### config.mk
export PLATFORM = sky130hd
export DESIGN_NAME = id_ex_pipe_reg
export DESIGN_NICKNAME = d
export VERILOG_FILES = /design/src/rtl/id_ex_pipe_reg.sv
export SDC_FILE = /design/constraint.sdc
export NUM_CORES = 1
export LEC_CHECK = 0
export BUFFER_PORTS_ARGS = -buffer_cell sky130_fd_sc_hd__buf_2
export CORE_MARGIN = 2
export CORE_UTILIZATION = 45
export CTS_CLUSTER_SIZE = 12
export DETAILED_ROUTE_END_ITERATION = 16
export PLACE_DENSITY = 0.79
export SLEW_MARGIN = 15
export SYNTH_ARGS = -nofsm -noshare
export SYNTH_HDL_FRONTEND = slang
export SYNTH_SLANG_ARGS = --single-unit
### constraint.sdc
create_clock -name CLK -period 5 [get_ports CLK]
set_input_delay 0.25 -clock CLK [delete_from_list [all_inputs] [get_ports CLK]]
set_output_delay 0.25 -clock CLK [all_outputs]
set_load 0.05 [all_outputs]
### src/rtl/id_ex_pipe_reg.sv
// ID/EX pipeline register: latches decoded control and operands for EX, detects load-use hazards, counts stall bubbles.
// Latency: one cycle from ID_* inputs to EX_* outputs; LOAD_USE_STALL is combinational in the same cycle.
// Backpressure: HOLD freezes every register; LOAD_USE_STALL asks IF and IF/ID to hold while one bubble enters EX.
//
// Ports:
//    CLK, RST                   clock and asynchronous active-high reset
//    FLUSH, HOLD                kill the incoming instruction / freeze the stage
//    ID_*                       instruction, operands and decoder controls from ID
//    EX_*                       registered copies presented to EX
//    LOAD_USE_STALL             hazard request to upstream stages
//    STALL_CNT                  saturating count of load-use bubbles inserted
module id_ex_pipe_reg #(
   parameter int XLEN  = 32,
   parameter int CNT_W = 16
) (
   input  logic             CLK,
   input  logic             RST,
   input  logic             FLUSH,
   input  logic             HOLD,
   input  logic             ID_VALID,
   input  logic [XLEN-1:0]  ID_PC,
   input  logic [XLEN-1:0]  ID_IR,
   input  logic [XLEN-1:0]  ID_RS1_DATA,
   input  logic [XLEN-1:0]  ID_RS2_DATA,
   input  logic             ID_REG_WRITE,
   input  logic             ID_MEM_WE2,
   input  logic             ID_MEM_RDEN2,
   input  logic [3:0]       ID_ALU_FUN,
   input  logic             ID_ALU_SRCA,
   input  logic [1:0]       ID_ALU_SRCB,
   input  logic [1:0]       ID_RF_WR_SEL,
   output logic             EX_VALID,
   output logic [XLEN-1:0]  EX_PC,
   output logic [XLEN-1:0]  EX_IR,
   output logic [XLEN-1:0]  EX_RS1_DATA,
   output logic [XLEN-1:0]  EX_RS2_DATA,
   output logic             EX_REG_WRITE,
   output logic             EX_MEM_WE2,
   output logic             EX_MEM_RDEN2,
   output logic [3:0]       EX_ALU_FUN,
   output logic             EX_ALU_SRCA,
   output logic [1:0]       EX_ALU_SRCB,
   output logic [1:0]       EX_RF_WR_SEL,
   output logic             LOAD_USE_STALL,
   output logic [CNT_W-1:0] STALL_CNT
);

   localparam logic [6:0] OP_LUI    = 7'b0110111;
   localparam logic [6:0] OP_AUIPC  = 7'b0010111;
   localparam logic [6:0] OP_JAL    = 7'b1101111;
   localparam logic [6:0] OP_RTYPE  = 7'b0110011;
   localparam logic [6:0] OP_STORE  = 7'b0100011;
   localparam logic [6:0] OP_BRANCH = 7'b1100011;

   typedef struct packed {
      logic       reg_write;
      logic       mem_we2;
      logic       mem_rden2;
      logic [3:0] alu_fun;
      logic       alu_srca;
      logic [1:0] alu_srcb;
      logic [1:0] rf_wr_sel;
   } ctrl_t;

   ctrl_t             id_ctrl;
   ctrl_t             ctrl_d, ctrl_q;
   logic              ex_valid_d, ex_valid_q;
   logic [XLEN-1:0]   ex_pc_d, ex_pc_q;
   logic [XLEN-1:0]   ex_ir_d, ex_ir_q;
   logic [XLEN-1:0]   ex_rs1_d, ex_rs1_q;
   logic [XLEN-1:0]   ex_rs2_d, ex_rs2_q;
   logic [CNT_W-1:0]  stall_cnt_d, stall_cnt_q;

   logic [4:0] rd_ex, rs1_id, rs2_id;
   logic [6:0] opcode_id;
   logic       use1, use2, load_use_stall;

   assign id_ctrl = '{reg_write: ID_REG_WRITE, mem_we2: ID_MEM_WE2, mem_rden2: ID_MEM_RDEN2,
                      alu_fun: ID_ALU_FUN, alu_srca: ID_ALU_SRCA, alu_srcb: ID_ALU_SRCB,
                      rf_wr_sel: ID_RF_WR_SEL};

   assign rd_ex     = ex_ir_q[11:7];
   assign rs1_id    = ID_IR[19:15];
   assign rs2_id    = ID_IR[24:20];
   assign opcode_id = ID_IR[6:0];

   // U-type and JAL carry immediate bits in the rs1 field; only R/S/B formats read rs2.
   assign use1 = !((opcode_id == OP_LUI) || (opcode_id == OP_AUIPC) || (opcode_id == OP_JAL));
   assign use2 = (opcode_id == OP_RTYPE) || (opcode_id == OP_STORE) || (opcode_id == OP_BRANCH);

   // Not gated by HOLD, so upstream keeps stalling while memory is busy.
   assign load_use_stall = ex_valid_q && ctrl_q.mem_rden2 && (rd_ex != 5'd0) && ID_VALID &&
                           ((use1 && (rs1_id == rd_ex)) || (use2 && (rs2_id == rd_ex)));

   always_comb begin
      ex_valid_d  = ex_valid_q;
      ex_pc_d     = ex_pc_q;
      ex_ir_d     = ex_ir_q;
      ex_rs1_d    = ex_rs1_q;
      ex_rs2_d    = ex_rs2_q;
      ctrl_d      = ctrl_q;
      stall_cnt_d = stall_cnt_q;
      if (FLUSH) begin
         ex_valid_d = 1'b0;
         ex_pc_d    = '0;
         ex_ir_d    = '0;
         ex_rs1_d   = '0;
         ex_rs2_d   = '0;
         ctrl_d     = '0;
      end else if (HOLD) begin
         // everything keeps its value
      end else if (load_use_stall) begin
         ex_valid_d = 1'b0;
         ex_pc_d    = '0;
         ex_ir_d    = '0;
         ex_rs1_d   = '0;
         ex_rs2_d   = '0;
         ctrl_d     = '0;
         if (stall_cnt_q != '1) begin
            stall_cnt_d = stall_cnt_q + CNT_W'(1);
         end
      end else begin
         ex_valid_d = ID_VALID;
         ex_pc_d    = ID_PC;
         ex_ir_d    = ID_IR;
         ex_rs1_d   = ID_RS1_DATA;
         ex_rs2_d   = ID_RS2_DATA;
         // An invalid slot must never write the register file or memory.
         ctrl_d     = ID_VALID ? id_ctrl : '0;
      end
   end

   always_ff @(posedge CLK or posedge RST) begin
      if (RST) begin
         ex_valid_q  <= 1'b0;
         ex_pc_q     <= '0;
         ex_ir_q     <= '0;
         ex_rs1_q    <= '0;
         ex_rs2_q    <= '0;
         ctrl_q      <= '0;
         stall_cnt_q <= '0;
      end else begin
         ex_valid_q  <= ex_valid_d;
         ex_pc_q     <= ex_pc_d;
         ex_ir_q     <= ex_ir_d;
         ex_rs1_q    <= ex_rs1_d;
         ex_rs2_q    <= ex_rs2_d;
         ctrl_q      <= ctrl_d;
         stall_cnt_q <= stall_cnt_d;
      end
   end

   assign EX_VALID       = ex_valid_q;
   assign EX_PC          = ex_pc_q;
   assign EX_IR          = ex_ir_q;
   assign EX_RS1_DATA    = ex_rs1_q;
   assign EX_RS2_DATA    = ex_rs2_q;
   assign EX_REG_WRITE   = ctrl_q.reg_write;
   assign EX_MEM_WE2     = ctrl_q.mem_we2;
   assign EX_MEM_RDEN2   = ctrl_q.mem_rden2;
   assign EX_ALU_FUN     = ctrl_q.alu_fun;
   assign EX_ALU_SRCA    = ctrl_q.alu_srca;
   assign EX_ALU_SRCB    = ctrl_q.alu_srcb;
   assign EX_RF_WR_SEL   = ctrl_q.rf_wr_sel;
   assign LOAD_USE_STALL = load_use_stall;
   assign STALL_CNT      = stall_cnt_q;

endmodule

==> key figures <==
Outcome
  • Status: complete, no violations

Setup path
  • Setup CP Type: reg -> reg
  • Startpoint class of the critical path: flip-flop
  • CP arrival: 3.10 ns
  • Slack of the worst reg-to-reg path: 2.24 ns
  • CP endpoint kind: flip-flop
  • Worst Path Required: 5.34 ns
  • Crit path max fanout: 73

Finish
  • Post-layout util: 0.622
  • Register Area: 3930 um^2
  • Commonest non-fill, non-tap cell in the layout: buf_2
  • Fillcell total: 1026
  • Layout cells sized above 1: 0.472
  • # nets final: 856
  • Area added between synthesis and finish: 36.7%
  • Footprint of the multi-input gates: 1800 um^2
  • Commonest cells after routing, fill and taps aside: 302 x buf_2, 157 x dfrtp_1, 140 x a22o_1
  • # diodes: 0

Timing
  • Final Critical Period: 2.76 ns
  • Worst Max-Slew Pin Slew: 0.983 ns
  • Slew headroom: 0.345
  • Setup Total Neg Slack: 0 ns
  • Max Transition Viols Final: 0
  • RSZ-0062 raised after global routing: no
  • Fmax: 363 MHz
  • Final Cycle Share: 0.552
  • Final number of setup-violating endpoints: 0
  • Final hold vios: 0
  • Final Skew: 0.00540 ns

Die
  • Die footprint: 14200 um^2
  • Initial core utilization: 0.455
  • # rows: 42
  • Die Wd: 119 um
  • Chip Height: 119 um
  • Core Area: 13100 um^2
  • # IOs: 303

Placement
  • GP Congestion: 0.880
  • IO Port Bufs: 302
  • Dpl hpwl: 11200 um

Drt
  • Final wirelength: 16100 um
  • DR WL/cell: 17.9 um
  • 1st-pass router iterations: 4
  • DRT iter0 DRCs: 325
  • Avg Vias per Cell: 5.41
  • Post-DRT Antenna Nets: 0
  • # DRC: 0
  • Total number of vias: 4865

Clock network
  • Clock Root Buffer: clkbuf_16
  • H-tree depth: 4
  • Clock tree buffer depth: 2
  • TritonCTS Buffers: 17
  • Post-CTS Repair Setup Buffers: 0
  • Clock tree from TritonCTS: done
  • CTS Hold Bufs: 0
  • Skew-Pair Late Insertion Delay: 0.41 ns
  • Cts repair resizes: 0
  • Sink Count: 157
  • Clk slew on worst S/H paths: 0.06 ns

GRT
  • GRT Util Overall: 0.225
  • Largest net degree at the start of global routing: 116
  • Initial antenna violation count: 0
  • Grt total ovfl: 0
  • Vias in the first global route: 4901
  • First-pass GRT wire length: 25100 um

Pwr
  • Peak VDD IR: 0.193 mV
  • Clk network pwr share: 0.411
  • Switching share of power: 0.280
  • Int Pwr: 2.28 mW
  • NetSw: 886 uW
  • Pwr per Cell Area: 389 nW/um^2
  • Flop pwr share: 0.433
  • Comb pwr share: 0.156
  • Leakage: 4.54 nW

Synthesis
  • Synth warn: 0
  • Synthesized cell area: 5950 um^2
  • Register area share after synthesis: 0.660
  • Mapped Cells: 417
  • Async SR Flop Fraction: 1.00
  • Count of cell types in the netlist: 33
  • Top_reg_cell synth: dfrtp_1
  • Mean Syn Cell Area: 14.3 um^2
  • Synth Register Bits: 157
  • Mapped Nets: 563
  • Post-synth EDFFs: 0

Min path
  • HP Class: in -> async

Run
  • Max capacitance violation total: 0
==> through the flow <==
stage	instances	cell area [um^2]	total power [mW]	worst slack, ns	hold slack, ns
after global routing	899	8130	3.28	2.06	0.0308
final	899	8130	3.17	2.24	0.0403
after detailed placement	866	7500	1.89	2.32	0.471
after CTS	898	8110	3.20	2.29	0.0265
after global placement	866	7500	1.87	2.42	0.467
after floorplan	417	5950	1.73	0.515	0.383
==> synth_stat cells (2+ instances only) <==
cell type | instances | area share
a22o_1 | 140 | 0.21
nand2_1 | 8 | 0.0050
nand4_1 | 6 | 0.0063
nand3_1 | 12 | 0.010
xor2_1 | 8 | 0.012
nor2_1 | 8 | 0.0050
nor3_1 | 4 | 0.0034
dfrtp_1 | 157 | 0.66
and3_1 | 3 | 0.0032
o2111ai_1 | 2 | 0.0029
buf_2 | 2 | 0.0017
clkbuf_1 | 17 | 0.011
inv_1 | 2 | 0.0013
xnor2_1 | 17 | 0.025
buf_6 | 13 | 0.025
==> per-layer routing <==
layer	vias up	global-route usage	share of wire
met2	248	0.372	0.50
met5	-	0	0
met1	2410	0.280	0.40
met4	0	0.0960	0.021
met3	32	0.0613	0.072
li1	2175	-	-
==> final timing paths <==
kind / from / cells after the start / end
min in group CLK: ID_IR[25] / 2 / EX_IR[25]
max in group asynchronous: RST / 3 / EX_ALU_FUN[2]
worst max-delay path: EX_IR[8] / 7 / EX_RS2_DATA[16]
worst max register to register: EX_IR[8] / 7 / EX_RS2_DATA[16]
worst min-delay path: RST / 2 / EX_RS2_DATA[12]
worst min register to register: EX_PC[26] / 1 / EX_PC[26]
==> registers in the layout, indices dropped and copies added, names as in the netlist <==
name / flops
EX_MEM_WE2: 1
EX_RS1_DATA: 32
EX_PC: 32
EX_RF_WR_SEL: 2
STALL_CNT: 16
EX_ALU_SRCA: 1
EX_REG_WRITE: 1
EX_VALID: 1
EX_ALU_SRCB: 2
EX_RS2_DATA: 32
EX_ALU_FUN: 4
EX_MEM_RDEN2: 1
EX_IR: 32
==> power groups by stage <==
stage	Clock, mW	Sequential [mW]	Combinational, mW
floorplan	0	1.61	0.123
global placement	0	1.39	0.483
detailed placement	0	1.39	0.494
CTS	1.33	1.37	0.495
global route	1.38	1.38	0.520
finish	1.30	1.37	0.493
==> cell type report <==
cell class / count / share of cell area
Sequential cell: 157 / 0.483
Clock inverter: 11 / 0.0174
Multi-Input combinational cell: 225 / 0.222
Inverter: 2 / 0.00154
Timing Repair Buffer: 307 / 0.193
Tap cell: 176 / 0.0271
Clock buffer: 21 / 0.0566
==> critical path: stages, from the launching register on <==
cell,delay (ns)
dfrtp_1,0.44
or4_1,0.54
o2111ai_1,0.21
a31oi_1,0.10
o21a_1,0.30
nor3_4,0.19
buf_4,0.60
a22o_1,0.24
==> cell families (layout without fill, tap and decap cells) <==
logic type      after synthesis  count (layout)  synth area share
flops                       157             157             0.660
compound gates              147             147             0.214
simple gates                 51              51            0.0454
buf+inv                      35             341            0.0395
xor+xnor                     25              25            0.0368
fa+ha+maj                     1               1           0.00210
mux                           1               1           0.00189
(Power assumes the default switching activity.)
